[src/rtl/sys_arith_sum_arb.sv]
// Round-robin arbiter feeding a 1+2+...+N summation engine with a held response.
// Define SYS_ARITH_SUM_FAST_EN for a one-cycle closed-form datapath instead of the iterative adder.
module sys_arith_sum_arb #(
    parameter int NUM_REQ = 4,
    parameter int DW      = 32,
    localparam int IDW    = $clog2(NUM_REQ)
) (
    input  logic                  clk,
    input  logic                  rst_n,
    input  logic [NUM_REQ-1:0]    req_valid,
    input  logic [NUM_REQ*DW-1:0] req_num,
    output logic [NUM_REQ-1:0]    req_ready,
    output logic                  rsp_valid,
    input  logic                  rsp_ready,
    output logic [DW-1:0]         rsp_data,
    output logic [IDW-1:0]        rsp_id,
    output logic                  busy
);

    // Handshakes: a transfer happens on a rising edge where valid and ready are both high.
    // req_ready is offered only in IDLE; rsp_valid stays high with stable data until taken.
    typedef enum logic [1:0] {
        IDLE = 2'd0,
        CALC = 2'd1,
        RESP = 2'd2
    } state_t;

    state_t             state;
    state_t             state_n;
    logic [IDW-1:0]     ptr;
    logic [IDW-1:0]     ptr_n;
    logic [IDW-1:0]     grant_idx;
    logic [IDW-1:0]     cand;
    logic [NUM_REQ-1:0] grant;
    logic               found;
    logic               accept;
    logic [DW-1:0]      num_arr [NUM_REQ];
    logic [DW-1:0]      sel_num;
    logic [DW-1:0]      num;
    logic [DW-1:0]      acc;
    logic [DW-1:0]      k;
    logic [IDW-1:0]     id;

    for (genvar i = 0; i < NUM_REQ; i++) begin : g_unpack
        assign num_arr[i] = req_num[i*DW +: DW];
    end

    // First valid requester scanning upward from ptr, wrapping at NUM_REQ.
    always_comb begin
        grant     = '0;
        grant_idx = '0;
        cand      = '0;
        found     = 1'b0;
        for (int off = 0; off < NUM_REQ; off++) begin
            cand = IDW'((int'(ptr) + off) % NUM_REQ);
            if (!found && req_valid[cand]) begin
                found           = 1'b1;
                grant[cand]     = 1'b1;
                grant_idx       = cand;
            end
        end
    end

    assign req_ready = (state == IDLE && rst_n) ? grant : '0;
    assign accept    = |(req_valid & req_ready);
    assign sel_num   = num_arr[grant_idx];
    assign ptr_n     = (grant_idx == IDW'(NUM_REQ - 1)) ? '0 : grant_idx + IDW'(1);

`ifdef SYS_ARITH_SUM_FAST_EN
    // N*(N+1)/2 without a wide product: halve whichever factor is even first.
    logic [DW:0]   n_plus1;
    logic [DW-1:0] fa;
    logic [DW-1:0] fb;
    logic [DW-1:0] closed;

    always_comb begin
        n_plus1 = {1'b0, num} + {{DW{1'b0}}, 1'b1};
        if (num[0]) begin
            fa = n_plus1[DW:1];
            fb = num;
        end else begin
            fa = num >> 1;
            fb = n_plus1[DW-1:0];
        end
        closed = fa * fb;
    end
`endif

    always_ff @(posedge clk or negedge rst_n) begin
        if (!rst_n) begin
            state <= IDLE;
        end else begin
            state <= state_n;
        end
    end

    always_comb begin
        state_n = state;
        case (state)
            IDLE: begin
                if (accept) begin
`ifdef SYS_ARITH_SUM_FAST_EN
                    state_n = CALC;
`else
                    state_n = (sel_num == '0) ? RESP : CALC;
`endif
                end
            end
            CALC: begin
`ifdef SYS_ARITH_SUM_FAST_EN
                state_n = RESP;
`else
                if (k == num) state_n = RESP;
`endif
            end
            RESP: begin
                if (rsp_ready) state_n = IDLE;
            end
            default: state_n = IDLE;
        endcase
    end

    always_ff @(posedge clk or negedge rst_n) begin
        if (!rst_n) begin
            ptr <= '0;
            num <= '0;
            acc <= '0;
            k   <= '0;
            id  <= '0;
        end else if (accept) begin
            ptr <= ptr_n;
            num <= sel_num;
            id  <= grant_idx;
            acc <= '0;
            k   <= {{(DW-1){1'b0}}, 1'b1};
        end else if (state == CALC) begin
`ifdef SYS_ARITH_SUM_FAST_EN
            acc <= closed;
`else
            acc <= acc + k;
            k   <= k + {{(DW-1){1'b0}}, 1'b1};
`endif
        end
    end

    assign rsp_valid = (state == RESP);
    assign rsp_data  = acc;
    assign rsp_id    = id;
    assign busy      = (state != IDLE);

endmodule

[config.mk]
export PLATFORM = sky130hd
export DESIGN_NAME = sys_arith_sum_arb
export DESIGN_NICKNAME = d
export VERILOG_FILES = /design/src/rtl/sys_arith_sum_arb.sv
export SDC_FILE = /design/constraint.sdc
export NUM_CORES = 1
export LEC_CHECK = 0
export ABC_AREA = 1
export CAP_MARGIN = 20
export CORE_MARGIN = 10
export CORE_UTILIZATION = 56
export CTS_CLUSTER_DIAMETER = 60
export DETAILED_ROUTE_END_ITERATION = 8
export PLACE_DENSITY_LB_ADDON = 0.15
export SLEW_MARGIN = 0
export SYNTH_ARGS = -nofsm -noshare
export SYNTH_HDL_FRONTEND = slang
export SYNTH_SLANG_ARGS = --single-unit
export TNS_END_PERCENT = 20
[constraint.sdc]
create_clock -name clk -period 6.5 [get_ports clk]
set_clock_uncertainty 0.15 [all_clocks]
set_input_delay 1.3 -clock clk [delete_from_list [all_inputs] [get_ports clk]]
set_output_delay 1.3 -clock clk [all_outputs]
set_load 0.02 [all_outputs]
==> implementation parameters, run 1 <==
Parameter                              Value

Setup path
  Critical path capture point type ... output pin
  Crit path arrival time ... 3.37 ns
  Maximum net fanout on the critical path ... 8
  Required time of the critical path ... 5.05 ns
  Kind of critical path ... input pin to output pin
  Startpoint class of the critical path ... input pin

Detailed routing
  Remaining routing DRC violations ... 0
  Total routed wirelength ... 23430 µm
  Total iterations of the first detailed-routing run ... 5
  Antenna violation net count after detailed routing ... 0
  Number of vias per cell ... 5.603
  Post-DR wirelength/cell ... 16.08 µm
  DRC marker count from the first detailed-route iteration ... 529
  Number of vias after detailed routing ... 8163

Clock tree
  Clock Latency Late Sink ... 0.35 ns
  Num CTS Buffers ... 9
  Clock slew seen by the registers of the worst setup and hold paths ... 0.07 ns
  Hold buffer count at CTS ... 0
  Clock sink total ... 102
  TritonCTS clock tree ... done
  Number of levels the H-tree was split into ... 3
  Maximum root-to-sink buffer count ... 2
  Post-CTS resize count ... 0
  Clk Tree Root Cell ... sky130_fd_sc_hd__clkbuf_16
  Setup repair bufs after CTS ... 0

Yosys
  Area share of the leading cell type in the synthesized netlist ... 0.3232
  Post-synthesis net count ... 1299
  Main area contributors after synthesis ... sky130_fd_sc_hd__dfrtp_1, sky130_fd_sc_hd__nand2_1, sky130_fd_sc_hd__nand3_1
  Sequential fraction of the synthesis area ... 0.3232
  Count of state elements after synthesis ... 102
  Library cell occupying the most area in the post-synthesis netlist ... sky130_fd_sc_hd__dfrtp_1
  Number of enable-type register cells in the synthesized netlist ... 0
  Post-Synthesis Cell Area ... 7896 µm²
  Post-synthesis cell count ... 1124
  Warning count from the yosys run ... 0
  Async S/R FF share, synth ... 1.000
  Number of distinct standard cells referenced by the synthesized netlist ... 49
  Dominant synthesized flop cell ... sky130_fd_sc_hd__dfrtp_1
  Mean post-synth cell area ... 7.025 µm²

Layout
  Non-filler cells in the finished layout ... 1457
  Nets@finish ... 1443
  Proportion of layout cells with a drive suffix above 1 ... 0.04713
  Most used cells in the layout excluding fill and tap cells ... sky130_fd_sc_hd__nand2_1, sky130_fd_sc_hd__clkdlybuf4s50_1, sky130_fd_sc_hd__nand3_1, sky130_fd_sc_hd__dfrtp_1, sky130_fd_sc_hd__inv_1
  Layout Area Growth over Synthesis ... 26.19%
  Most frequent standard cell in the layout excluding fill and tap cells ... sky130_fd_sc_hd__nand2_1

Floorplanning
  I/O pin cnt ... 175
  Die height ... 138.7 µm
  Starting Density ... 0.5711
  Area enclosed by the die boundary ... 19250 µm²
  Area of the core ... 13830 µm²
  Number of standard-cell rows in the floorplan ... 43
  Chip width ... 138.7 µm

Run status
  Status ... finished, final reports clean

Timing
  Final setup viols ... 0
  Pins Over Slew Limit ... 0
  Setup slack of the critical path after layout ... 1.675 ns
  Relative slew margins ... 0.4363
  Post-route setup TNS ... 0 ns
  Post-Route Hold Slack ... 0.3584 ns
  Final Hold Violating Endpoints ... 0
  Fmax ... 207.3 MHz
  Setup repair after global routing missed its margin ... false
  Slew at the pin with the worst max-slew slack ... 0.8456 ns
  Portion of the clock cycle consumed by the worst path in the final layout ... 0.7423
  Post-route minimum period ... 4.825 ns

Global routing
  First-pass GRT wire length ... 39120 µm
  Largest net degree at the start of global routing ... 72
  Global route overflow ... 0
  Number of global-route vias before repair ... 7955
  Number of antenna violations at the first check in global routing ... 4
  GRT Util Overall ... 0.2392

Power
  Leak pwr ... 4.497 nW
  Ratio of total power to cell area ... 398.8 nW/µm²
  Total power consumption of the routed design ... 3.974 mW
  Worst vdd rail ir drop ... 0.1699 mV

Min path
  Path class of the lowest-slack min-delay path ... flop to flop

Placed design
  I/O Buffers ... 174
  Worst slack at placement ... 1.656 ns
  Count of placed standard cells including taps ... 1437
  RePlAce Congestion ... 0.9110
  Placed wire-length estimate ... 18670 µm

Job
  Total of max-cap violations ... 0
## state kept, by name, summed over array words and instances (netlist names)
register	count
k	32
ptr	2
state	2
rsp_id	2
num	32
rsp_data	32
## final timing paths
| check | from | to | slack (ns) | depth (start not counted) |
|---|---|---|---|---|
| max | req_valid[3] | req_ready[2] | 1.68 | 11 |
| max in group asynchronous | rst_n | k[28] | 4.28 | 2 |
| min in group asynchronous | rst_n | rsp_data[6] | 0.74 | 1 |
| min reg2reg | num[20] | num[20] | 0.36 | 2 |
| max reg2reg | ptr[0] | state[0] | 2.60 | 18 |
| min | num[20] | num[20] | 0.36 | 2 |
## Yosys cell counts (all sizes together), types with 3 or more instances
cell / n
a21oi: 44
nand3: 160
nor3: 19
nand2: 335
o21bai: 3
xnor2: 33
ha: 39
clkbuf: 14
xor2: 33
o221ai: 5
inv: 86
or2: 6
o21ai: 79
nor2: 70
buf: 33
a21boi: 3
dfrtp: 102
a31oi: 5
o21a: 8
a22oi: 3
nor3b: 3
nor4: 8
nand4: 18
## routing by layer
| layer | vias up | global-route usage | part of all wire |
|---|---|---|---|
| met5 | - | 0 | 0 |
| met4 | 0 | 0.08512 | 0.026 |
| met3 | 42 | 0.08322 | 0.095 |
| met2 | 319 | 0.3956 | 0.48 |
| met1 | 3751 | 0.2815 | 0.40 |
| li1 | 4051 | - | - |
## power by group
part / switching [mW] / internal [mW]
Combinational: 1.43 / 0.981
Clock: 0.237 / 0.337
Sequential: 0.183 / 0.810
Total: 1.85 / 2.13
## kinds of logic after synthesis
logic type / synth area share
xor gates and xnor gates: 0.07321
AOI/OAI and AO/OA: 0.1161
and+or+nand+nor: 0.3475
adders and majority gates: 0.06433
buffers and inverters: 0.07558
DFF: 0.3232
## worst max-delay path: stages
cell and delay (ns):
sky130_fd_sc_hd__clkdlybuf4s50_1 0.46, sky130_fd_sc_hd__inv_1 0.10, sky130_fd_sc_hd__nand2_1 0.07, sky130_fd_sc_hd__nand3_2 0.12
sky130_fd_sc_hd__nand2_4 0.11, sky130_fd_sc_hd__nor2_4 0.15, sky130_fd_sc_hd__nand2_1 0.09, sky130_fd_sc_hd__o221ai_1 0.24
sky130_fd_sc_hd__nand2_1 0.08, sky130_fd_sc_hd__inv_1 0.06, sky130_fd_sc_hd__clkdlybuf4s50_1 0.59
## layout make-up
class / instances / area, µm²
multi-input cells: 889 / 4752
flip-flops and latches: 102 / 2552
repair buffers: 180 / 1784
clock inverters: 6 / 86.33
diodes: 4 / 10.01
inverters: 86 / 325.3
clock buffers: 10 / 229.0
well taps: 180 / 225.2
fillers: 1128 / 3862
## stage by stage
stage | util | area [µm²]
6_report | 0.7207 | 9965
5_1_grt | 0.7207 | 9965
4_1_cts | 0.7199 | 9955
3_5_place_dp | 0.6971 | 9639
3_3_place_gp | 0.6971 | 9639
2_1_floorplan | - | 7896
Note: power is estimated with default switching activity, not from simulation.
==> inputs of run 2 (changes only) <==
- CORE_UTILIZATION: 56 -> 52
- clock period: 6.5 -> 4.5 ns (I/O delays scaled with it)
==> run 2 against run 1 <==
Against the previous run: utilization down 4.0 points; clock-buffer cell count down 1; first-iteration DRC count down 9.5%; clock power up 37%; sequential power up 45%; via count down 2.1%; final area up 0.40%; worst setup slack worse by 1.3 ns.
==> implementation parameters, run 2 (synthesis gave the netlist of run 1 again) <==
Parameter                              Value

Power
  Part of the power in combinational logic ... 0.612 (+0.006)
  Worst vdd rail ir drop ... 0.2726 mV (+60%)
  Switch share ... 0.4688 (+0.004239)
  Seq pwr share ... 0.251 (about the same)
  Internal power summed over all cells ... 3.042 mW (+43%)
  Fraction of power consumed by the clock network ... 0.137 (-0.007)
  Total power consumption of the routed design ... 5.727 mW (+44%)
  Leak pwr ... 4.515 nW (+0.40%)
  Ratio of total power to cell area ... 572.5 nW/µm² (+44%)
  Net Sw Power ... 2.685 mW (+45%)

Setup path
  Slack of the worst reg-to-reg path ... 0.94 ns (-1.66 ns)
  Kind of critical path ... flop to output pin
  Critical path capture point type ... output pin
  Crit. Startpoint ... ptr[0]
  Worst flop-to-flop path endpoint ... state[1]
  Launch point of the worst reg-to-reg path ... ptr[0]
  Crit path arrival time ... 3.06 ns (-0.31 ns)
  Capturing element of the worst setup path ... req_ready[2]
  Worst Reg2Reg Path Length in Cells ... 23 (+5)
  Maximum net fanout on the critical path ... 12 (+4)
  Startpoint class of the critical path ... flop
  Required time of the critical path ... 3.45 ns (-1.60 ns)

Detailed routing
  Antenna violation net count after detailed routing ... 0 (unchanged)
  Remaining routing DRC violations ... 0 (unchanged)
  Number of vias per cell ... 5.455 (-2.6%)
  Total routed wirelength ... 23520 µm (+0.38%)
  DRC marker count from the first detailed-route iteration ... 479 (-9.5%)
  Total iterations of the first detailed-routing run ... 5 (unchanged)
  Post-DR wirelength/cell ... 16.05 µm (-0.16%)
  Number of vias after detailed routing ... 7991 (-2.1%)

Layout
  Non-filler cells in the finished layout ... 1465 (+0.55%)
  Most used cells in the layout excluding fill and tap cells ... sky130_fd_sc_hd__nand2_1, sky130_fd_sc_hd__clkdlybuf4s50_1, sky130_fd_sc_hd__nand3_1, sky130_fd_sc_hd__dfrtp_1, sky130_fd_sc_hd__inv_1
  Layout Area Growth over Synthesis ... 26.70%
  Proportion of layout cells with a drive suffix above 1 ... 0.05164 (+0.004510)
  Nets@finish ... 1449 (+0.42%)
  Share of the core filled with cells ... 0.6806 (-0.04003)
  Most frequent standard cell in the layout excluding fill and tap cells ... sky130_fd_sc_hd__nand2_1
  Cell area after layout ... 10000 µm² (+0.40%)

Placed design
  I/O Buffers ... 174 (unchanged)
  Area post-placement ... 9702 µm² (+0.65%)
  Placed wire-length estimate ... 18870 µm (+1.1%)
  RePlAce Congestion ... 0.9056 (-0.59%)
  Count of placed standard cells including taps ... 1447 (+0.70%)
  Worst slack at placement ... 0.4311 ns (-1.225 ns)

Timing
  Post-route minimum period ... 4.107 ns
  Post-Route Hold Slack ... 0.3550 ns (-0.003404 ns)
  Relative slew margins ... 0.4618 (+0.02557)
  Setup repair after global routing missed its margin ... false
  Post-route setup TNS ... 0 ns (unchanged)
  Slew at the pin with the worst max-slew slack ... 0.8073 ns (-0.03835 ns)
  Final setup viols ... 0 (unchanged)
  Portion of the clock cycle consumed by the worst path in the final layout ... 0.9127
  Final Hold Violating Endpoints ... 0 (unchanged)
  Fmax ... 243.5 MHz
  Pins Over Slew Limit ... 0 (unchanged)
  Setup slack of the critical path after layout ... 0.3927 ns (-1.282 ns)

Floorplanning
  Area enclosed by the die boundary ... 20510 µm² (+6.6%)
  Starting Density ... 0.5372 (-0.03388)
  I/O pin cnt ... 175 (unchanged)
  Chip width ... 143.2 µm (+3.2%)
  Area of the core ... 14700 µm² (+6.3%)
  Number of standard-cell rows in the floorplan ... 44 (+2.3%)
  Die height ... 143.2 µm (+3.2%)

Clock tree
  Maximum root-to-sink buffer count ... 2 (unchanged)
  Clock slew seen by the registers of the worst setup and hold paths ... 0.07 ns (about the same)
  Clock Latency Late Sink ... 0.35 ns (about the same)
  Setup repair bufs after CTS ... 0 (unchanged)
  Clk Tree Root Cell ... sky130_fd_sc_hd__clkbuf_16
  Number of levels the H-tree was split into ... 3 (unchanged)
  Post-CTS resize count ... 0 (unchanged)
  Clock sink total ... 102 (unchanged)
  TritonCTS clock tree ... done
  Num CTS Buffers ... 9 (unchanged)
  Hold buffer count at CTS ... 0 (unchanged)

Global routing
  First-pass GRT wire length ... 37750 µm (-3.5%)
  Global route overflow ... 0 (unchanged)
  Largest net degree at the start of global routing ... 72 (unchanged)
  GRT Util Overall ... 0.2261 (-0.01306)
  Number of global-route vias before repair ... 7617 (-4.2%)
  Number of antenna violations at the first check in global routing ... 3 (-1)

Min path
  Path class of the lowest-slack min-delay path ... flop to flop

Job
  Total of max-cap violations ... 0 (unchanged)

Run status
  Status ... finished, final reports clean
## run 2: changes by cell type in the layout (fill, tap and decap cells not counted), moves of 2 or more
cell | previous run | this run
sky130_fd_sc_hd__buf_4 | 7 | 12
sky130_fd_sc_hd__clkinv_2 | 2 | 0
sky130_fd_sc_hd__clkinvlp_4 | 1 | 3
sky130_fd_sc_hd__inv_6 | 0 | 2
## run 2: routing by layer
layer,global-route usage,share of wire,up-vias
li1,-,-,4051
met1,0.2735,0.43,3646
met2,0.3699,0.46,261
met3,0.07098,0.085,33
met4,0.08436,0.024,0
met5,0,0,-
## run 2: final cells by class
type                            count  area [µm²]
Inverter                           86       325.3
Multi-Input combinational cell    889        4752
Fill cell                        1327        4695
Tap cell                          184       230.2
Clock buffer                        9       225.2
Clock inverter                      6       70.07
Timing Repair Buffer              186        1842
Antenna cell                        3       7.507
Sequential cell                   102        2552
## run 2: worst min-delay path by stage
stage / startpoint / to / cells past startpoint / slack (ns)
after floorplan: num[5] / num[5] / 2 / 0.32
after global placement: rsp_id[1] / rsp_id[1] / 2 / 0.32
after detailed placement: rsp_id[1] / rsp_id[1] / 2 / 0.34
after CTS: rsp_id[1] / rsp_id[1] / 2 / 0.36
after global routing: rsp_id[0] / rsp_id[0] / 1 / 0.39
final: rsp_id[1] / rsp_id[1] / 2 / 0.36
## run 2: worst max-delay path, cell delays in order, from the launching register on
cell                              delay [ns]
sky130_fd_sc_hd__dfrtp_1                0.64
sky130_fd_sc_hd__inv_4                  0.15
sky130_fd_sc_hd__ha_1                   0.40
sky130_fd_sc_hd__inv_1                  0.12
sky130_fd_sc_hd__nand3_1                0.10
sky130_fd_sc_hd__nand2_2                0.13
sky130_fd_sc_hd__nand4_2                0.16
sky130_fd_sc_hd__o221ai_1               0.24
sky130_fd_sc_hd__nand2_1                0.09
sky130_fd_sc_hd__inv_1                  0.07
sky130_fd_sc_hd__clkdlybuf4s50_1        0.60
## run 2: power groups by stage
stage	clock network, mW	registers (mW)	logic, mW
finish	0.786	1.44	3.50
global route	0.824	1.47	3.92
CTS	0.796	1.43	3.51
detailed placement	0	1.45	3.49
global placement	0	1.44	3.44
floorplan	0	1.54	2.41
